[src/rtl/mpp_pkg.sv]
// Shared definitions for the mpp program-memory responder: FSM states,
// the NOP opcode and the position of the fetch strobe in mpp out_signals.
package mpp_pkg;

   typedef enum logic [1:0] {
      ST_EMPTY = 2'd0,
      ST_LOAD  = 2'd1,
      ST_READY = 2'd2
   } pm_state_e;

   localparam logic [7:0]  NOP_OPCODE       = 8'h00;
   localparam int unsigned FETCH_STROBE_BIT = 1;

endpackage : mpp_pkg

[src/rtl/prog_mem_responder_if.sv]
// Fetch and byte-stream load bus between the mpp core/loader (master)
// and the program-memory responder (slave).
interface prog_mem_responder_if #(
   parameter int unsigned ADDR_W = 16
);

   logic              fetch_en;
   logic [ADDR_W-1:0] program_addr;
   logic [7:0]        instruction;
   logic              instr_valid;
   logic              addr_err;
   logic              load_start;
   logic              load_valid;
   logic [7:0]        load_data;
   logic              load_last;
   logic              load_ready;
   logic              load_done;
   logic [7:0]        checksum;

   modport master (
      output fetch_en, program_addr,
      output load_start, load_valid, load_data, load_last,
      input  instruction, instr_valid, addr_err,
      input  load_ready, load_done, checksum
   );

   modport slave (
      input  fetch_en, program_addr,
      input  load_start, load_valid, load_data, load_last,
      output instruction, instr_valid, addr_err,
      output load_ready, load_done, checksum
   );

endinterface : prog_mem_responder_if

[src/rtl/prog_mem_array.sv]
// Byte RAM with one write port and one registered read port; contents and
// read register are deliberately not reset.
module prog_mem_array #(
   parameter int unsigned DEPTH = 256,
   parameter int unsigned IDX_W = 8
) (
   input  logic             clk,
   input  logic             we_i,
   input  logic [IDX_W-1:0] waddr_i,
   input  logic [7:0]       wdata_i,
   input  logic             re_i,
   input  logic [IDX_W-1:0] raddr_i,
   output logic [7:0]       rdata_o
);

   logic [7:0] mem_q [DEPTH];
   logic [7:0] rdata_q;

   always_ff @(posedge clk) begin
      if (we_i) begin
         mem_q[waddr_i] <= wdata_i;
      end
      if (re_i) begin
         rdata_q <= mem_q[raddr_i];
      end
   end

   assign rdata_o = rdata_q;

endmodule : prog_mem_array

[src/rtl/prog_mem_responder.sv]
// Program-memory responder for the mpp instruction-fetch bus: load FSM,
// load pointer and fetch qualification. Optional: PROG_MEM_CHECKSUM_EN.
module prog_mem_responder
   import mpp_pkg::*;
#(
   parameter int unsigned ADDR_W    = 16,
   parameter int unsigned DEPTH     = 256,
   parameter logic [7:0]  NOP_INSTR = NOP_OPCODE
) (
   input logic                 clk,
   input logic                 rst,
   prog_mem_responder_if.slave bus
);

   localparam int unsigned IDX_W = $clog2(DEPTH);
   localparam logic [ADDR_W:0]    DEPTH_EXT = (ADDR_W + 1)'(DEPTH);
   localparam logic [IDX_W-1:0]   LAST_IDX  = IDX_W'(DEPTH - 1);

   pm_state_e        state_q, state_d;
   logic [IDX_W-1:0] ptr_q, ptr_d;
   logic             done_q, done_d;
   logic             err_q, err_d;
   logic             valid_q, valid_d;
   logic             src_mem_q, src_mem_d;

   logic             mem_we;
   logic             mem_re;
   logic [7:0]       mem_rdata;
   logic             in_range;

   // Extra top bit keeps the compare correct when DEPTH == 2**ADDR_W.
   assign in_range = ({1'b0, bus.program_addr} < DEPTH_EXT);

   always_ff @(posedge clk or posedge rst) begin
      if (rst) begin
         state_q   <= ST_EMPTY;
         ptr_q     <= '0;
         done_q    <= 1'b0;
         err_q     <= 1'b0;
         valid_q   <= 1'b0;
         src_mem_q <= 1'b0;
      end else begin
         state_q   <= state_d;
         ptr_q     <= ptr_d;
         done_q    <= done_d;
         err_q     <= err_d;
         valid_q   <= valid_d;
         src_mem_q <= src_mem_d;
      end
   end

   always_comb begin
      state_d   = state_q;
      ptr_d     = ptr_q;
      done_d    = 1'b0;
      err_d     = err_q;
      valid_d   = 1'b0;
      src_mem_d = src_mem_q;
      mem_we    = 1'b0;
      mem_re    = 1'b0;

      if (bus.load_start) begin
         // load_start pre-empts any write or fetch in the same cycle.
         state_d = ST_LOAD;
         ptr_d   = '0;
         err_d   = 1'b0;
         if (bus.fetch_en) begin
            src_mem_d = 1'b0;
         end
      end else begin
         unique case (state_q)
            ST_LOAD: begin
               if (bus.load_valid) begin
                  mem_we = 1'b1;
                  ptr_d  = ptr_q + IDX_W'(1);
                  if (bus.load_last || (ptr_q == LAST_IDX)) begin
                     state_d = ST_READY;
                     done_d  = 1'b1;
                  end
               end
               if (bus.fetch_en) begin
                  src_mem_d = 1'b0;
               end
            end
            ST_READY: begin
               if (bus.fetch_en) begin
                  valid_d = 1'b1;
                  if (in_range) begin
                     mem_re    = 1'b1;
                     src_mem_d = 1'b1;
                  end else begin
                     src_mem_d = 1'b0;
                     err_d     = 1'b1;
                  end
               end
            end
            default: begin
               if (bus.fetch_en) begin
                  src_mem_d = 1'b0;
               end
            end
         endcase
      end
   end

   prog_mem_array #(
      .DEPTH (DEPTH),
      .IDX_W (IDX_W)
   ) u_array (
      .clk     (clk),
      .we_i    (mem_we),
      .waddr_i (ptr_q),
      .wdata_i (bus.load_data),
      .re_i    (mem_re),
      .raddr_i (bus.program_addr[IDX_W-1:0]),
      .rdata_o (mem_rdata)
   );

`ifdef PROG_MEM_CHECKSUM_EN
   logic [7:0] csum_q;

   always_ff @(posedge clk or posedge rst) begin
      if (rst) begin
         csum_q <= '0;
      end else if (bus.load_start) begin
         csum_q <= '0;
      end else if ((state_q == ST_LOAD) && bus.load_valid) begin
         csum_q <= csum_q + bus.load_data;
      end
   end

   assign bus.checksum = csum_q;
`else
   assign bus.checksum = '0;
`endif

   // The read register only updates on served fetches, so it already holds
   // the last memory byte; src_mem_q selects it or the NOP constant.
   assign bus.instruction = src_mem_q ? mem_rdata : NOP_INSTR;
   assign bus.instr_valid = valid_q;
   assign bus.addr_err    = err_q;
   assign bus.load_ready  = (state_q == ST_LOAD);
   assign bus.load_done   = done_q;

endmodule : prog_mem_responder

[src/flat_wrapper.sv]
// flat-port wrapper written by rule: the top's interface ports become plain ports
module prog_mem_responder_flat import mpp_pkg::*;
#(
   parameter int unsigned ADDR_W    = 16,
   parameter int unsigned DEPTH     = 256,
   parameter logic [7:0]  NOP_INSTR = NOP_OPCODE
)
  (clk, rst, bus_fetch_en, bus_program_addr, bus_load_start, bus_load_valid, bus_load_data, bus_load_last, bus_instruction, bus_instr_valid, bus_addr_err, bus_load_ready, bus_load_done, bus_checksum);
  prog_mem_responder_if #(.ADDR_W(ADDR_W)) bus_i ();
  input logic clk;
  input logic rst;
  input wire logic [$bits(bus_i.fetch_en)-1:0] bus_fetch_en;
  input wire logic [$bits(bus_i.program_addr)-1:0] bus_program_addr;
  input wire logic [$bits(bus_i.load_start)-1:0] bus_load_start;
  input wire logic [$bits(bus_i.load_valid)-1:0] bus_load_valid;
  input wire logic [$bits(bus_i.load_data)-1:0] bus_load_data;
  input wire logic [$bits(bus_i.load_last)-1:0] bus_load_last;
  output wire logic [$bits(bus_i.instruction)-1:0] bus_instruction;
  output wire logic [$bits(bus_i.instr_valid)-1:0] bus_instr_valid;
  output wire logic [$bits(bus_i.addr_err)-1:0] bus_addr_err;
  output wire logic [$bits(bus_i.load_ready)-1:0] bus_load_ready;
  output wire logic [$bits(bus_i.load_done)-1:0] bus_load_done;
  output wire logic [$bits(bus_i.checksum)-1:0] bus_checksum;
  assign bus_i.fetch_en = bus_fetch_en;
  assign bus_i.program_addr = bus_program_addr;
  assign bus_i.load_start = bus_load_start;
  assign bus_i.load_valid = bus_load_valid;
  assign bus_i.load_data = bus_load_data;
  assign bus_i.load_last = bus_load_last;
  assign bus_instruction = bus_i.instruction;
  assign bus_instr_valid = bus_i.instr_valid;
  assign bus_addr_err = bus_i.addr_err;
  assign bus_load_ready = bus_i.load_ready;
  assign bus_load_done = bus_i.load_done;
  assign bus_checksum = bus_i.checksum;
  prog_mem_responder #(.ADDR_W(ADDR_W), .DEPTH(DEPTH), .NOP_INSTR(NOP_INSTR)) u_core (.clk(clk), .rst(rst), .bus(bus_i));
endmodule
[config.mk]
export PLATFORM = sky130hd
export DESIGN_NAME = prog_mem_responder_flat
export DESIGN_NICKNAME = d
export VERILOG_FILES = /design/src/rtl/mpp_pkg.sv /design/src/rtl/prog_mem_responder_if.sv /design/src/rtl/prog_mem_array.sv /design/src/rtl/prog_mem_responder.sv /design/src/flat_wrapper.sv
export SDC_FILE = /design/constraint.sdc
export NUM_CORES = 2
export LEC_CHECK = 0
export CAP_MARGIN = 20
export CORE_MARGIN = 2
export CORE_UTILIZATION = 30
export CTS_CLUSTER_DIAMETER = 100
export DETAILED_ROUTE_END_ITERATION = 8
export GPL_ROUTABILITY_DRIVEN = 0
export SKIP_CTS_REPAIR_TIMING = 1
export SYNTH_ARGS = -nofsm -noshare
export SYNTH_HDL_FRONTEND = slang
export SYNTH_SLANG_ARGS = --single-unit
[constraint.sdc]
create_clock -name clk -period 6.85 [get_ports clk]
set_clock_uncertainty 0.15 [all_clocks]
set_input_delay 2.055 -clock clk [delete_from_list [all_inputs] [get_ports clk]]
set_output_delay 2.055 -clock clk [all_outputs]
set_load 0.05 [all_outputs]
# After elaboration in Yosys (flattened, before gate mapping)
# Memories as Yosys holds them, arrays and structs flattened. A register that Yosys moved wholly into a read port is not among the register bits.
# Cells that the tools add are included.
[totals]
elab_cells = 55
out_inout_bits = 20
ram_bits = 2048
n_memories = 1
ff_bits = 14
[memory_table]
columns = ["memory", "words", "width", "read_ports", "rd_clocked_by_memory_dff", "write_ports", "line", "rtl"]
rows = [
  ["u_core.u_array.mem_q", 256, 8, 1, 1, 1, "prog_mem_array.sv:16", "logic [7:0] mem_q [DEPTH];"],
]
[classes]
n_lt_le_gt_ge = 1
n_mux = 32
n_eq_ne = 5
reduce_logical = 9
add_sub_neg = 1
[op_table]
columns = ["cell", "count"]
rows = [
  ["$mux 8", 4],
  ["$mux 1", 24],
  ["$lt 16x9->1 const B", 1],
  ["$reduce_bool 2->1", 5],
  ["$add 8x1->8 const B", 1],
  ["$eq 8x8->1 const B", 1],
  ["$mux 2", 4],
  ["$reduce_and 3->1", 2],
  ["$ne 3x3->1 const B", 1],
  ["$eq 2x1->1 const B", 1],
  ["$eq 2x2->1 const B", 1],
  ["$ne 2x2->1 const B", 1],
  ["$reduce_and 2->1", 1],
  ["$logic_or 1x1->1", 1],
]

# Longest topological paths before layout
[logic_depth]
depth_word = 6
mapped_depth = 11
ltp_nobuf = 6

# Hierarchy
# A second synthesis with hierarchy kept.
[unflattened]
hier_cells = 3816
hier_area_um2 = 80435.9
[by_module_without_submodules]
columns = ["mod", "area_per_inst_um2", "cells_each", "instances"]
rows = [
  ["prog_mem_array", 79636.4, 3733, 1],
  ["prog_mem_responder", 799.5, 83, 1],
]

# Worst setup path before layout
# No wires, ideal clock.
[synth_timing]
kind = "input to register"
startpoint = "input bus_program_addr[0]"
endpoint = "register u_core.u_array.rdata_q[2], in the netlist u_core.u_array.rdata_o[2] (read register of u_core.u_array.mem_q) (data pin)"
stages = 8
required_ps = 6432
arrival_ps = 3759
n_path_buf = 3
slack_ps = 2672
setup_time_ps = 268
path_cell_list = "buf_6 -> buf_8 -> buf_2 -> mux4_2 -> a22oi_1 -> a21oi_1 -> nor4_1 -> nor4b_2"
[synth_between]
elab_chain_cells = 5
[synth_lines]
columns = ["element", "line", "rtl"]
rows = [
  ["from (decl)", "flat_wrapper.sv:13", "input wire logic [$bits(bus_i.program_addr)-1:0] bus_program_addr;"],
  ["$lt 16x9->1", "prog_mem_responder.sv:32", "assign in_range = ({1'b0, bus.program_addr} < DEPTH_EXT);"],
  ["$mux 1", "prog_mem_responder.sv:88", "if (in_range) begin"],
  ["$mux 1", "prog_mem_responder.sv:86", "if (bus.fetch_en) begin"],
  ["$mux 1", "prog_mem_responder.sv:71", "unique case (state_q)"],
  ["$mux 1", "prog_mem_responder.sv:62", "if (bus.load_start) begin"],
  ["to (decl)", "prog_mem_array.sv:17", "logic [7:0] rdata_q;"],
]
# Several ways; a longest one is shown, not always the timed one.
# A chain may end at the register's enable or synchronous reset.

# Worst setup path after layout
[layout_timing]
startpoint = "input bus_program_addr[5]"
endpoint = "register u_core.u_array.rdata_q[3], in the netlist u_core.u_array.rdata_o[3] (read register of u_core.u_array.mem_q) (data pin)"
# Same word-level chain as after synthesis.

==> impl_metrics.env <==
export IMPL_post_dp_cell_area_mm2=0.0852
export IMPL_final_fill_count=25000
export IMPL_hold_path_class="reg -> reg"
export IMPL_drive_above_1_share_pct=21.7
export IMPL_design_power_total_uw=26200
export IMPL_ys_ff_latch=2070
export IMPL_rsz0062_at_grt="no"
export IMPL_crit_arrival_ps=5720
export IMPL_clock_power_share_pct=42.1
export IMPL_synth_sequential_area_ratio_pct=77.0
export IMPL_pin_count_of_the_biggest_net_entering_global_routing=150
export IMPL_synth_main_ff_cell="edfxtp_1"
export IMPL_setup_tns_ps=0
export IMPL_r2r_cells=6
export IMPL_ys_types=62
export IMPL_cts_root_buffer="clkbuf_16"
export IMPL_grt_total_usage_pct=14.8
export IMPL_crit_path_start="bus_program_addr[5]"
export IMPL_power_share_switching_pct=21.2
export IMPL_synth_largest_type_area_fraction_pct=76.5
export IMPL_seqPwrFrac_pct=53.2
export IMPL_post_route_cell_area_mm2=0.0917
export IMPL_worst_setup_sp_type="input pin"
export IMPL_cts_tree="yes"
export IMPL_synth_top_cell_by_area="edfxtp_1"
export IMPL_area_of_the_mapped_netlist_mm2=0.0807
export IMPL_gr_total_overflow=0
export IMPL_final_nets=4035
export IMPL_postRouteWirelength_mm=205
export IMPL_drc_errors=0
export IMPL_wire_length_of_the_first_global_routing_pass_mm=294
export IMPL_number_of_detailed_routing_iterations_run_before_antenna_repair=5
export IMPL_clock_sink_count=2070
export IMPL_cellLeakagePower_uw=0.0279
export IMPL_relSlewSlack_pct=22.1
export IMPL_vdd_ir_drop_worst_uv=278
export IMPL_final_hold_violation_count=0
export IMPL_grt_pass1_vias=39800
export IMPL_path_clk_slew_ps=60
export IMPL_switchingPower_uw=5560
export IMPL_comb_power_share_pct=4.7
export IMPL_intPower_uw=20600
export IMPL_worst_skew_pair_late_latency_ps=840
export IMPL_status="completed"
export IMPL_ctsLongestPathBuffers=3
export IMPL_die_width_um=523
export IMPL_design_core_area_mm2=0.268
export IMPL_port_buffers=41
export IMPL_pwr_density_cell_mw_per_mm2=286
export IMPL_final_report_max_slew_violation_count=0
export IMPL_start_util_pct=30.1
export IMPL_fin_util_pct=34.3
export IMPL_drv_cap=0
export IMPL_dpl_hpwl_mm=126
export IMPL_die_height_um=523
export IMPL_synthesis_yosys_warnings=0
export IMPL_synth_top_cells_by_area="edfxtp_1 77%, mux4_2 12%, mux2i_1 1.5%"
export IMPL_dr_first_iter_drc_count=5279
export IMPL_synth_edf_count=2056
export IMPL_r2r_start="u_core.state_q[0]$_DFFE_PP0P_"
export IMPL_ant_nets_after_route=0
export IMPL_syn_inst=3867
export IMPL_ys_async_sr_fraction_pct=0.676
export IMPL_timing_fmax_mhz=189
export IMPL_cts_max_level=4
export IMPL_synthesis_area_per_instance_um2=20.9
export IMPL_layout_worst_path_cycle_share_pct=77.3
export IMPL_regToRegEndpoint="u_core.u_array.mem_q[251][4]$_DFFE_PP_"
export IMPL_routedWlPerCell_um=26.5
export IMPL_min_period_ps=5300
export IMPL_tritoncts_num_buffers=198
export IMPL_die_area_mm2=0.273
export IMPL_critical_path_endpoint_type="flip-flop"
export IMPL_worst_ep_required_time_ps=7270
export IMPL_worstSetupEndpoint="u_core.u_array.rdata_o[3]$_DFFE_PP_"
export IMPL_layout_area_overhead_vs_synth_pct=13.7
export IMPL_antenna_found_initial=6
export IMPL_pre_cts_slack_ps=799
export IMPL_io_pin_count=50
export IMPL_multi_input_area_mm2=0.0170
export IMPL_register_area_mm2=0.0621
export IMPL_path_class="in -> reg"
export IMPL_vias=39600
export IMPL_std_cell_rows=190
export IMPL_reg2reg_setup_slack_ps=3070
export IMPL_tightest_slew_ps=1160
export IMPL_via_per_inst=5.13
export IMPL_critical_path_peak_fanout=14
export IMPL_report_final_setup_viol=0
export IMPL_worst_slack_ps=1550
## per-stage QoR
stage          cells  hold slack (ps)
5_1_grt         7718              434
3_5_place_dp    7352              382
6_report        7722              384
3_3_place_gp    7351              372
4_1_cts         7716              394
2_1_floorplan   3874              300
## layout by cell type (no fill, tap or decap), types with 18 or more instances in the layout
| cell type | instances |
|---|---|
| clkbuf_1 | 35 |
| o22ai_1 | 44 |
| or2_2 | 18 |
| o221ai_1 | 47 |
| buf_12 | 18 |
| edfxtp_1 | 2056 |
| bufinv_16 | 25 |
| clkdlybuf4s50_1 | 27 |
| nand2_1 | 74 |
| o21ai_0 | 24 |
| nor2_1 | 306 |
| buf_4 | 107 |
| nor4_1 | 18 |
| clkinv_2 | 42 |
| mux2_2 | 21 |
| a22o_1 | 20 |
| mux4_2 | 416 |
| a21oi_1 | 70 |
| nand3_1 | 25 |
| clkbuf_16 | 200 |
| clkinv_1 | 45 |
| a22oi_1 | 130 |
| mux2i_1 | 123 |
| mux4_1 | 21 |
## cell families after synthesis
| family | after synthesis | share of synthesized area [%] |
|---|---|---|
| compound gates | 421 | 3.72 |
| xor+xnor | 7 | 0.0760 |
| fa+ha+maj | 4 | 0.0621 |
| buf+inv | 251 | 2.06 |
| flops | 2070 | 77.0 |
| mux | 581 | 14.1 |
| other cells | 1 | 0.00465 |
| simple gates | 532 | 2.97 |
## synth_stat cells, types with 20 or more instances
master	count
nor2_1	308
o21ai_0	24
buf_2	45
edfxtp_1	2056
mux2i_1	123
clkbuf_1	106
buf_4	26
buf_6	25
mux4_2	416
o22ai_1	44
nand2_1	79
o221ai_1	47
a22oi_1	130
nand3_1	25
a21oi_1	70
mux2_2	21
a22o_1	20
mux4_1	21
## routing by layer
layer | vias to the layer above | GRT usage (%) | share of wire [%]
met4 | 6 | 5.00 | 3.0
met3 | 303 | 2.69 | 7.4
met1 | 21100 | 20.2 | 41
met2 | 1752 | 23.7 | 48
met5 | - | 0 | 0.017
li1 | 16400 | - | -
## power groups by stage
stage               logic (µW)  registers [µW]  clock network [µW]
finish                    1240           13900               11000
global placement          1230           14200                   0
floorplan                  681           14200                   0
global route              1300           13900               11700
CTS                       1240           13900               11200
detailed placement        1240           14200                   0
## worst max-delay path, cell delays in order
cell	delay [ps]
clkdlybuf4s50_1	1050
buf_4	360
nor2b_1	630
nand2_1	400
o221ai_1	480
o221ai_1	410
nor4b_2	290
## state kept, by name, indices dropped and copies added (netlist names)
signal / flops
u_core.u_array.mem_q: 2048
u_core.ptr_q: 8
u_core.u_array.rdata_o: 8
u_core.state_q: 2
u_core.bus.addr_err: 1
u_core.bus.instr_valid: 1
u_core.bus.load_done: 1
u_core.src_mem_q: 1
## worst min path at each step
| stage | startpoint | to | slack, ps | cells after the start |
|---|---|---|---|---|
| 6_report | u_core.bus.addr_err$_DFFE_PP0P_ | u_core.bus.addr_err$_DFFE_PP0P_ | 380 | 2 |
| 5_1_grt | u_core.bus.addr_err$_DFFE_PP0P_ | u_core.bus.addr_err$_DFFE_PP0P_ | 430 | 2 |
| 4_1_cts | u_core.bus.addr_err$_DFFE_PP0P_ | u_core.bus.addr_err$_DFFE_PP0P_ | 390 | 2 |
| 3_5_place_dp | u_core.bus.addr_err$_DFFE_PP0P_ | u_core.bus.addr_err$_DFFE_PP0P_ | 380 | 2 |
| 3_3_place_gp | u_core.bus.addr_err$_DFFE_PP0P_ | u_core.bus.addr_err$_DFFE_PP0P_ | 370 | 2 |
| 2_1_floorplan | u_core.state_q[0]$_DFFE_PP0P_ | u_core.bus.instr_valid$_DFF_PP0_ | 300 | 1 |
## final cells by class
| class | instances | share of cell area [%] |
|---|---|---|
| Inverter | 10 | 0.0409 |
| Antenna cell | 5 | 0.0136 |
| Clock inverter | 129 | 1.47 |
| Sequential cell | 2070 | 67.7 |
| Multi-Input combinational cell | 1553 | 18.5 |
| Clock buffer | 235 | 5.60 |
| Tap cell | 3552 | 4.85 |
| Timing Repair Buffer | 168 | 1.77 |
Power figures use the tool's default switching activity.
